[config.mk]
export PLATFORM = sky130hd
export DESIGN_NAME = mem_port_arbiter
export DESIGN_NICKNAME = d
export VERILOG_FILES = /design/src/rtl/mem_port_arbiter.sv
export SDC_FILE = /design/constraint.sdc
export NUM_CORES = 1
export LEC_CHECK = 0
export CAP_MARGIN = 10
export CORE_UTILIZATION = 38
export CTS_BUF_LIST = sky130_fd_sc_hd__clkbuf_8
export CTS_CLUSTER_SIZE = 8
export DETAILED_ROUTE_END_ITERATION = 10
export PLACE_DENSITY_LB_ADDON = 0.05
export SLEW_MARGIN = 20
export SYNTH_ARGS = -nofsm -noshare
export SYNTH_HDL_FRONTEND = slang
export SYNTH_SLANG_ARGS = --single-unit
[constraint.sdc]
create_clock -name clk -period 1.8 [get_ports clk]
set_clock_uncertainty 0.1 [all_clocks]
set_input_delay 0.36 -clock clk [delete_from_list [all_inputs] [get_ports clk]]
set_output_delay 0.36 -clock clk [all_outputs]
set_load 0.01 [all_outputs]
[src/rtl/mem_port_arbiter.sv]
// Arbiter sharing one single-ported memory between instruction fetch and load/store.
// Data accesses win, except that a fetch is guaranteed a grant after a bounded data streak.
module mem_port_arbiter #(
  parameter int unsigned MAX_DATA_STREAK = 4,
  parameter int unsigned ACK_TIMEOUT     = 255
) (
  input  logic        clk,
  input  logic        reset,
  input  logic        if_req,
  input  logic [31:0] if_addr,
  input  logic        if_flush,
  output logic        if_ready,
  output logic [31:0] if_rdata,
  input  logic        dm_rd,
  input  logic        dm_wr,
  input  logic [31:0] dm_addr,
  input  logic [31:0] dm_wdata,
  output logic        dm_ready,
  output logic [31:0] dm_rdata,
  output logic        mem_req,
  output logic        mem_we,
  output logic [31:0] mem_addr,
  output logic [31:0] mem_wdata,
  input  logic [31:0] mem_rdata,
  input  logic        mem_ack,
  output logic        stall_if,
  output logic        stall_mem,
  output logic        err
);

  typedef enum logic [1:0] {StIdle, StWait, StResp} state_e;

  localparam logic [3:0] StreakMax = 4'(MAX_DATA_STREAK);
  localparam logic [7:0] TmoLast   = 8'(ACK_TIMEOUT - 1);

  state_e      state_q, state_d;
  logic        owner_q, owner_d;  // 1: data port owns the access
  logic [3:0]  streak_q, streak_d;
  logic [7:0]  tmo_q, tmo_d;
  logic        discard_q, discard_d;
  logic        mem_req_q, mem_req_d;
  logic        mem_we_q, mem_we_d;
  logic [31:0] mem_addr_q, mem_addr_d;
  logic [31:0] mem_wdata_q, mem_wdata_d;
  logic [31:0] if_rdata_q, if_rdata_d;
  logic [31:0] dm_rdata_q, dm_rdata_d;
  logic        if_ready_q, if_ready_d;
  logic        dm_ready_q, dm_ready_d;
  logic        err_q, err_d;

  logic data_req, data_grant, fetch_grant, tmo_done, access_done;

  assign data_req    = dm_rd | dm_wr;
  assign data_grant  = data_req && !(if_req && (streak_q == StreakMax));
  assign fetch_grant = !data_grant && if_req && !if_flush;
  assign tmo_done    = (tmo_q == TmoLast);
  assign access_done = mem_ack || tmo_done;

  always_ff @(posedge clk) begin
    if (reset) begin
      state_q     <= StIdle;
      owner_q     <= 1'b0;
      streak_q    <= '0;
      tmo_q       <= '0;
      discard_q   <= 1'b0;
      mem_req_q   <= 1'b0;
      mem_we_q    <= 1'b0;
      mem_addr_q  <= '0;
      mem_wdata_q <= '0;
      if_rdata_q  <= '0;
      dm_rdata_q  <= '0;
      if_ready_q  <= 1'b0;
      dm_ready_q  <= 1'b0;
      err_q       <= 1'b0;
    end else begin
      state_q     <= state_d;
      owner_q     <= owner_d;
      streak_q    <= streak_d;
      tmo_q       <= tmo_d;
      discard_q   <= discard_d;
      mem_req_q   <= mem_req_d;
      mem_we_q    <= mem_we_d;
      mem_addr_q  <= mem_addr_d;
      mem_wdata_q <= mem_wdata_d;
      if_rdata_q  <= if_rdata_d;
      dm_rdata_q  <= dm_rdata_d;
      if_ready_q  <= if_ready_d;
      dm_ready_q  <= dm_ready_d;
      err_q       <= err_d;
    end
  end

  always_comb begin
    state_d = state_q;
    unique case (state_q)
      StIdle:  if (data_grant || fetch_grant) state_d = StWait;
      StWait:  if (access_done) state_d = StResp;
      StResp:  state_d = StIdle;
      default: state_d = StIdle;
    endcase
  end

  always_comb begin
    owner_d     = owner_q;
    streak_d    = streak_q;
    tmo_d       = tmo_q;
    discard_d   = discard_q;
    mem_req_d   = mem_req_q;
    mem_we_d    = mem_we_q;
    mem_addr_d  = mem_addr_q;
    mem_wdata_d = mem_wdata_q;
    if_rdata_d  = if_rdata_q;
    dm_rdata_d  = dm_rdata_q;
    if_ready_d  = 1'b0;
    dm_ready_d  = 1'b0;
    err_d       = err_q;
    unique case (state_q)
      StIdle: begin
        tmo_d = '0;
        if (!if_req) streak_d = '0;
        if (data_grant) begin
          owner_d     = 1'b1;
          mem_req_d   = 1'b1;
          mem_we_d    = dm_wr;
          mem_addr_d  = dm_addr;
          mem_wdata_d = dm_wdata;
          // A granted data access with a pending fetch implies streak < max, so this saturates.
          if (if_req) streak_d = streak_q + 4'd1;
        end else if (fetch_grant) begin
          owner_d     = 1'b0;
          mem_req_d   = 1'b1;
          mem_we_d    = 1'b0;
          mem_addr_d  = if_addr;
          mem_wdata_d = '0;
          streak_d    = '0;
        end
      end
      StWait: begin
        if (if_flush && !owner_q) discard_d = 1'b1;
        if (access_done) begin
          mem_req_d = 1'b0;
          tmo_d     = '0;
          if (!mem_ack) err_d = 1'b1;
          if (owner_q) begin
            dm_rdata_d = mem_ack ? mem_rdata : '0;
            dm_ready_d = 1'b1;
          end else if (!(discard_q || if_flush)) begin
            if_rdata_d = mem_ack ? mem_rdata : '0;
            if_ready_d = 1'b1;
          end
        end else begin
          tmo_d = tmo_q + 8'd1;
        end
      end
      StResp:  discard_d = 1'b0;
      default: ;
    endcase
  end

  assign if_ready  = if_ready_q;
  assign if_rdata  = if_rdata_q;
  assign dm_ready  = dm_ready_q;
  assign dm_rdata  = dm_rdata_q;
  assign mem_req   = mem_req_q;
  assign mem_we    = mem_we_q;
  assign mem_addr  = mem_addr_q;
  assign mem_wdata = mem_wdata_q;
  assign err       = err_q;
  assign stall_if  = if_req & ~if_ready_q;
  assign stall_mem = data_req & ~dm_ready_q;

endmodule
# Word-level counts from Yosys, hierarchy flattened

Index checks and enable logic that the tools add are counted.

Word-level logic and storage cells: 84
Input port bits: 135
Output and inout bits: 135
Register bits after elaboration: 149

Muxes and demuxes: 25
Bitwise gates (word level): 10
Equal/unequal tests: 8
Reduce and logical (&&, ||, !) cells: 25
$add $sub $neg: 2

Operators by type and width:

| kind                                                | number |
|---|---|
| two-way mux 32 bit                                  | 5 |
| two-way mux 4 bit                                   | 4 |
| case mux 8 bit (2 select lines)                     | 1 |
| two-way mux 1 bit                                   | 9 |
| AND reduction 3 bit                                 | 3 |
| adder 8 x 1 -> 8 bit, second input constant         | 1 |
| equality test 8 bit, second input constant          | 1 |
| two-way mux 8 bit                                   | 1 |
| NOT 1 bit                                           | 7 |
| inequality test 2 bit, second input constant        | 3 |
| AND reduction 2 bit                                 | 3 |
| nonzero test 2 bit                                  | 3 |
| logical AND 1 bit                                   | 5 |
| adder 4 x 1 -> 4 bit, second input constant         | 1 |
| equality test 4 x 3 -> 1 bit, second input constant | 1 |
| zero test 1 bit                                     | 4 |
| two-way mux 2 bit                                   | 2 |
| case mux 1 bit (2 select lines)                     | 2 |
| case mux 2 bit (2 select lines)                     | 1 |
| AND reduction 4 bit                                 | 1 |
| OR reduction 4 bit                                  | 1 |
| logical OR 1 bit                                    | 3 |
| inequality test 3 bit, second input constant        | 1 |
| OR reduction 3 bit                                  | 1 |
| 5 further kinds                                     | 6 |

# Longest topological paths before layout

Gate-level depths: netlist (run 1).

Depth in word-level cells: 10
Depth in mapped cells: 9
Gate-level depth less buffers: 6

# Worst setup path after synthesis (run 1)

OpenSTA, ideal clock, no wires.

Path type: reg2reg
Start: reg streak_q[0]
End: reg mem_addr_q[10], in the netlist mem_addr[10]
Data required time: 1.567 ns
Setup slack: -0.106 ns
Library setup time: 0.133 ns
Path buffers: 3
Cell stages (with the launch flop): 10
Clock period less this slack: 1.906 ns
Arrival: 1.673 ns
Cell sequence: dfxtp_1 inv_1 ha_1 and4b_1 buf_4 or2_1 buf_4 a21oi_4 buf_4 a311oi_1

Longest elaborated chain between the ends: 9
Elaborated cells on any way between the ends: 10
Classes of those cells: eq/ne: 1; mux: 1; reduce/logical: 8

RTL lines:

| what                                 | RTL line | text |
|---|---|---|
| start, declared                      | 38       | `logic [3:0] streak_q, streak_d;` |
| start signal, assigned               | 78       | `streak_q <= streak_d;` |
| equality test 4 x 3 -> 1 bit *       | 54       | `assign data_grant = data_req && !(if_req && (streak_q == StreakMax));` |
| logical AND 1 bit *                  | 54       |  |
| zero test 1 bit *                    | 54       |  |
| logical AND 1 bit *                  | 54       |  |
| zero test 1 bit                      | 55       | `assign fetch_grant = !data_grant && if_req && !if_flush;` |
| logical AND 1 bit (2 in series)      | 55       |  |
| nonzero test 2 bit (no source line)  | -        |  |
| AND reduction 2 bit (no source line) | -        |  |
| end signal, assigned                 | 83       | `mem_addr_q <= mem_addr_d;` |
| end, declared                        | 43       | `logic [31:0] mem_addr_q, mem_addr_d;` |

Every way passes the cells marked *; elsewhere a longest branch is shown, timed or not.
A chain may end at the register's enable or synchronous reset.

# Final worst setup path (run 1)

Start: reg streak_q[1]
End: reg mem_wdata_q[8], in the netlist mem_wdata[8]

Longest elaborated chain between the ends: 9
Elaborated cells on any way between the ends: 10
Classes of those cells: eq/ne: 1; mux: 1; reduce/logical: 8

RTL lines:

| what                                 | RTL line | text |
|---|---|---|
| equality test 4 x 3 -> 1 bit *       | 54       |  |
| logical AND 1 bit *                  | 54       |  |
| zero test 1 bit *                    | 54       |  |
| logical AND 1 bit *                  | 54       |  |
| zero test 1 bit                      | 55       |  |
| logical AND 1 bit (2 in series)      | 55       |  |
| nonzero test 2 bit (no source line)  | -        |  |
| AND reduction 2 bit (no source line) | -        |  |
| end signal, assigned                 | 84       | `mem_wdata_q <= mem_wdata_d;` |
| end, declared                        | 44       | `logic [31:0] mem_wdata_q, mem_wdata_d;` |

Marked as above.

==> impl_results.md, run 1 <==
* Power Dens Cells at 830.3 nW/µm²
* Mapped Avg Cell Area at 10.29 µm²
* Register area share after synthesis at 54.70%
* Share of layout cells above drive strength 1 at 15.82%
* WP data arrival at 2.11 ns
* Fillers at 1131
* GRT overflow at 0
* FMAX at 536.8 MHz
* WP data required at 2.04 ns
* #FFs+latches synth at 149
* Worst slew pin tran at 0.5303 ns
* Mapped Area at 5453 µm²
* Die Area at 14830 µm²
* Clk slew on worst S/H paths at 0.09 ns
* GP Congestion at 0.8064
* Startpoint Class: flop
* Ports at 270
* Max transition margin at 64.65%
* Quantity of hold-fixing buffers added after cts at 0
* Sequential group share of total power at 46.8%
* WS Path Type: flop to flop
* DRC viols at 0
* Post-synth EDFFs at 0
* Synth top area cells: dfxtp_1, a22o_1, a311oi_1, nand2_1, a21oi_1
* Via count at 5510
* Initial DRT Pass Iterations at 5
* N_diodes at 0
* DR iter-0 viols at 375
* Clock power frac at 32.8%
* Comb power frac at 20.4%
* HP Class: primary input to flop
* Initial Utilization at 39.13%
* Yosys cell types at 44
* Die height at 121.8 µm
* Mapped Cells at 530
* Outcome: complete, but fails checks
* Vias in the first global route at 5271
* Row count at 43
* Int Power at 5.539 mW
* Top-count cell post-synth: dfxtp_1
* Die width at 121.8 µm
* Final setup vio count at 61
* Routed Antenna Nets at 0
* Clock sink total at 149
* Clk root buf: clkbuf_8
* Async SR Flop Fraction at 0%
* Most used DFF post-synth: dfxtp_1
* Avg WL per Cell at 18.30 µm
* Sw Share at 28.37%
* Syn nets at 669
* First-pass GRT wire length at 27100 µm
* Net Switching at 2.193 mW
* Crit Path Max Fanout at 16
* Top cells by count, synth: dfxtp_1, a22o_1, nand2_1
* Post-Route Setup TNS at -2.530 ns
* Core ar. at 13930 µm²
* Core Util, Final at 66.83%
* Failing checks: setup timing
* Initial antenna violation count at 2
* Total Routing Usage GR at 23.66%
* Tmin final at 1.863 ns
* Leakage at 4.277 nW
* # port buffers at 269
* Post-layout power at 7.732 mW
* Total CTS buffers at 17
* CTS tree: built
* Yosys top cell area share at 54.70%
* RSZ-0062 raised after global routing: true
* Worst setup margin at -0.06303 ns
* H-tree depth at 4
* Total wire length at 18800 µm
* Max-Cap Viols at 0
* Clk_lat worst skew at 0.44 ns
* Layout overhead on the synthesized area at 70.79%
* Fin crit share at 103.5%
* NumNets Final at 973
* Post-DP HPWL at 12300 µm
* Cell taking the most area after synthesis: dfxtp_1
* Via density at 5.365
* Worst vdd ir at 0.4886 mV
* Final Hold Slack at 0.1755 ns
* Largest net degree at the start of global routing at 34
* Critical path endpoint category: flop
* Slew Viols, Final at 0
* Syn. warnings at 0
* Fin. Hold Viols at 0
* CTS Buffer Depth at 2
* R2r setup slk at -0.06 ns
layer usage:
layer / global-route usage, % / vias up / share of wire [%]
met1: 27.70 / 2637 / 41
met3: 7.584 / 31 / 7.5
li1: - / 2599 / -
met5: 0 / - / 0.069
met2: 39.62 / 241 / 49
met4: 9.877 / 2 / 2.5
logic make-up (layout without fill, tap and decap cells):
logic type | count (synthesis) | after routing | share of synthesized area (%)
buffers and inverters | 51 | 368 | 4.887
multiplexers | 2 | 2 | 0.3901
AND/OR/NAND/NOR | 128 | 128 | 11.01
adder cells (fa/ha/maj) | 4 | 4 | 0.9179
AO/OA/AOI/OAI | 196 | 196 | 28.09
flip-flops | 149 | 149 | 54.70
power groups by stage:
stage	Sequential, mW	Combinational, mW	Clock (mW)
after floorplan	3.77	0.512	0
after global placement	3.69	1.49	0
after detailed placement	3.69	1.52	0
after CTS	3.61	1.44	2.58
after global routing	3.64	1.68	2.71
final	3.62	1.58	2.54
state kept, by name, indices dropped and copies added, names as in the netlist, 2 cells and up:
register / cells
if_rdata: 32
streak_q: 4
mem_wdata: 32
dm_rdata: 32
state_q: 2
mem_addr: 32
tmo_q: 8
metrics by stage:
stage | std cells | cell area, µm² | worst slack, ns
after floorplan | 530 | 5480 | -0.04694
after global placement | 979 | 8600 | -0.3241
after detailed placement | 979 | 8600 | -0.3825
after CTS | 1017 | 8989 | -0.04242
after global routing | 1027 | 9313 | -0.1210
final | 1027 | 9313 | -0.06303
critical path: stages (launching register included):
cell	delay, ns
dfxtp_2	0.34
inv_2	0.05
ha_4	0.15
and4b_1	0.20
buf_6	0.14
o21ai_4	0.16
buf_12	0.16
a21oi_4	0.08
clkbuf_16	0.20
a22o_1	0.18
repair_timing:
action                                  CTS  global route
endpoints found under the setup margin  236            94
buffers inserted                          4             4
gates resized for setup                 142            31
pin swaps                                 9            32
gates cloned                              2             7
hold endpoints to repair                  0             0
cells in the final DEF (no fill, tap or decap), types with 4 or more instances in the layout:
cell type          n
clkbuf_8          18
and3_1             4
clkbuf_16          6
clkdlybuf4s50_1  132
dfxtp_2            6
a311oi_2           8
o21ai_0            6
a31oi_1            5
nor2_1             9
nand3_1            8
buf_4             36
buf_6              6
dlygate4sd2_1    127
dlymetal6s2s_1     8
nor3_1             6
a21oi_1           38
clkinv_4           4
dfxtp_1          143
nand3b_1           4
a22o_1            98
a311oi_1          25
nand2_1           75
buf_12            12
clkinvlp_4         5
final cells by class:
class                   instances  area [µm²]  share of cell area, %
repair buffers                332        3342                  35.89
flip-flops and latches        149        2990                  32.11
multi-input cells             330        2347                  25.20
clock buffers                  18       247.7                  2.660
well taps                     180       225.2                  2.418
clock inverters                14       145.1                  1.559
inverters                       4       15.01                 0.1612
worst paths after layout:
path	start	end	depth (start not counted)
min reg2reg	mem_wdata[17]$_SDFFE_PP0P_	mem_wdata[17]$_SDFFE_PP0P_	1
min	dm_wr	mem_we$_SDFFE_PP0P_	2
max reg2reg	streak_q[1]$_SDFFE_PP0P_	mem_wdata[8]$_SDFFE_PP0P_	9
max	streak_q[1]$_SDFFE_PP0P_	mem_wdata[8]$_SDFFE_PP0P_	9
No activity file was read; power rests on OpenSTA's default activity.
==> run 2: changes to the inputs <==
--- a/config.mk
+++ b/config.mk
@@ -10,8 +10,10 @@
 export CTS_BUF_LIST = sky130_fd_sc_hd__clkbuf_8
 export CTS_CLUSTER_SIZE = 8
 export DETAILED_ROUTE_END_ITERATION = 10
+export GPL_TIMING_DRIVEN = 1
 export PLACE_DENSITY_LB_ADDON = 0.05
 export SLEW_MARGIN = 20
 export SYNTH_ARGS = -nofsm -noshare
 export SYNTH_HDL_FRONTEND = slang
 export SYNTH_SLANG_ARGS = --single-unit
+export TNS_END_PERCENT = 5
==> run 2 against run 1 <==
  * The flow still finishes with violations (setup timing)
  * Non-clock buffer count fell by 5
  * Global-route usage rose by 0.31 points
  * Combinational power fell by 4%
  * Via count fell by 0.58%
  * Clock-buffer cell count rose by 1
  * Critical path depth rose by 1
  * Wire length fell by 2.1%
  * Flip-flop and latch count did not move
  * Core utilization fell by 0.21 points
  * Final cell count fell by 0.58%
  * Sequential share of layout area rose by 0.073 points
  * Register-to-register slack barely moved
  * Critical path type unchanged
==> impl_results.md, run 2 (same netlist as run 1, synthesis figures left out) <==
* Outcome: complete, but fails checks
* Failing checks: setup timing
* Worst setup path end: streak_q[0]$_SDFFE_PP0P_
* Clock sink total at 149 (unchanged)
* CTS Buffer Depth at 2 (unchanged)
* First-pass GRT wire length at 27350 µm (+0.92%)
* Max-Cap Viols at 0 (unchanged)
* Final instance area at 9284 µm² (-0.31%)
* Total wire length at 18400 µm (-2.1%)
* R2R Path Start: streak_q[1]$_SDFFE_PP0P_
* Int Power at 5.918 mW (+6.8%)
* Largest net degree at the start of global routing at 34 (unchanged)
* Crit path buf inv count at 5 (+1)
* Routed Antenna Nets at 0 (unchanged)
* Clock power frac at 35.5% (+2.7 points)
* Sequential group share of total power at 45.5% (-1.3 points)
* Total Routing Usage GR at 23.97% (+0.31 points)
* GRT overflow at 0 (unchanged)
* Net Switching at 2.044 mW (-6.8%)
* Fin. Hold Viols at 0 (unchanged)
* Core Util, Final at 66.62% (-0.21 points)
* Row count at 43 (unchanged)
* Die height at 121.8 µm (unchanged)
* Via count at 5478 (-0.58%)
* Vias in the first global route at 5310 (+0.74%)
* Final setup vio count at 56 (-8.2%)
* Fin crit share at 104.2% (+0.69 points)
* Tmin final at 1.876 ns (+0.01247 ns)
* HP Class: primary input to flop
* Quantity of hold-fixing buffers added after cts at 0 (unchanged)
* Critical path endpoint category: flop
* Via density at 5.365 (about the same)
* DR iter-0 viols at 286 (-24%)
* Top delay family on crit path: buffers and inverters
* Initial DRT Pass Iterations at 5 (unchanged)
* Die Area at 14830 µm² (unchanged)
* Clk slew on worst S/H paths at 0.08 ns (about the same)
* WS Path Type: flop to flop
* Sw Share at 25.67% (-2.7 points)
* Worst vdd ir at 0.4709 mV (-3.6%)
* Clk root buf: clkbuf_8
* Initial Utilization at 39.13% (unchanged)
* # port buffers at 269 (unchanged)
* CP peak stage delay at 0.34 ns (about the same)
* Most common cell after layout, fill and taps aside: dfxtp_1
* Die width at 121.8 µm (unchanged)
* R2r setup slk at -0.08 ns (about the same)
* N_diodes at 0 (unchanged)
* Clk_lat worst skew at 0.43 ns (about the same)
* Initial antenna violation count at 0 (-2)
* Layout overhead on the synthesized area at 70.26%
* Most frequent cells in the layout: dfxtp_1, clkdlybuf4s50_1, dlygate4sd2_1
* Startpoint Class: flop
* Worst Hold Path Cells at 2 (unchanged)
* Share of layout cells above drive strength 1 at 14.74% (-1.1 points)
* Core ar. at 13930 µm² (unchanged)
* Most frequent CP cell: buf_6
* NumNets Final at 968 (-0.51%)
* Leakage at 4.367 nW (+2.1%)
* Avg WL per Cell at 18.02 µm (-1.6%)
* Slew Viols, Final at 0 (unchanged)
* H-tree depth at 4 (unchanged)
* Comb power frac at 19.0% (-1.4 points)
* FMAX at 533.2 MHz (-0.67%)
* Worst slew pin tran at 0.4123 ns (-0.1179 ns)
* CP Depth at 10 (+1)
* Max transition margin at 72.51% (+7.9 points)
* Total CTS buffers at 17 (unchanged)
* Crit Path Max Fanout at 5 (-11)
* RSZ-0062 raised after global routing: true
* GR Util met1 at 26.50% (-1.2 points)
* WP data required at 2.06 ns (+0.02 ns)
* Reg2reg end: streak_q[0]$_SDFFE_PP0P_
* Worst setup margin at -0.07551 ns (-0.01247 ns)
* Post-DP HPWL at 12430 µm (+1.1%)
* Fillers at 1138 (+0.62%)
* CTS tree: built
* Most Used Layer, Global Route: met2
* CP max-delay cell: dfxtp_2
* Reg2reg path depth at 10 (+1)
* Crit. Startpoint: streak_q[1]$_SDFFE_PP0P_
* Met3 Track Usage GR at 8.521% (+0.94 points)
* Power Dens Cells at 857.6 nW/µm² (+3.3%)
* Ports at 270 (unchanged)
* Met2 usage at 41.70% (+2.1 points)
* Post-place instance area at 8582 µm² (-0.20%)
* Cells along the critical path: inv_2 -> ha_4 -> and4b_1 -> buf_6 -> buf_6 -> nor4_4 -> buf_6 -> buf_6 -> nand2_2 -> o22ai_1
* DRC viols at 0 (unchanged)
* GP Congestion at 0.8502 (+5.4%)
* WP data arrival at 2.14 ns (+0.03 ns)
-- run 2: worst min-delay path by stage --
stage                         startpoint                   endpoint  slack [ns]
2_1_floorplan     discard_q$_SDFFE_PP0P_     discard_q$_SDFFE_PP0P_        0.35
3_3_place_gp   if_rdata[31]$_SDFFE_PP0P_  if_rdata[31]$_SDFFE_PP0P_        0.35
3_5_place_dp   mem_wdata[7]$_SDFFE_PP0P_  mem_wdata[7]$_SDFFE_PP0P_        0.35
4_1_cts                            reset           err$_SDFFE_PP0P_        0.17
5_1_grt                            reset           err$_SDFFE_PP0P_        0.20
6_report                           reset           err$_SDFFE_PP0P_        0.21
-- run 2: power groups by stage --
stage	Combinational (mW)	Clock (mW)	Sequential (mW)
after floorplan	0.512	0	3.77
after global placement	1.49	0	3.69
after detailed placement	1.51	0	3.69
after CTS	1.43	2.88	3.62
after global routing	1.62	3.03	3.65
final	1.51	2.83	3.62
-- run 2: per-stage QoR --
step	total power [mW]	TNS, ns	setup WS [ns]	hold WS (ns)	instances
2_1_floorplan	4.280	-3.061	-0.04725	0.3546	530
4_1_cts	7.933	-0.08312	-0.03735	0.1703	1010
3_5_place_dp	5.205	-37.03	-0.3884	0.3530	975
5_1_grt	8.294	-6.957	-0.1729	0.1993	1021
6_report	7.962	-1.710	-0.07551	0.2055	1021
3_3_place_gp	5.178	-31.01	-0.2898	0.3545	975
-- run 2: cell type report --
| cell class | instances | area (µm²) | area share, % |
|---|---|---|---|
| well taps | 180 | 225.2 | 2.426 |
| flip-flops and latches | 149 | 2988 | 32.18 |
| repair buffers | 327 | 3297 | 35.51 |
| multi-input cells | 330 | 2321 | 25.00 |
| clock inverters | 12 | 176.4 | 1.900 |
| clock buffers | 19 | 261.5 | 2.817 |
| inverters | 4 | 15.01 | 0.1617 |
-- run 2: timing repair --
item,4_1_cts,5_1_grt
endpoints found under the setup margin,195,130
gates cloned,2,5
resized for setup,131,35
endpoints found under the hold margin,0,0
pin swaps,9,63
setup buffers,2,6
-- run 2: routing by layer --
| metal | share of wire (%) | vias up |
|---|---|---|
| li1 | - | 2583 |
| met1 | 39 | 2651 |
| met2 | 51 | 224 |
| met3 | 8.8 | 20 |
| met4 | 1.6 | 0 |
| met5 | 0 | - |
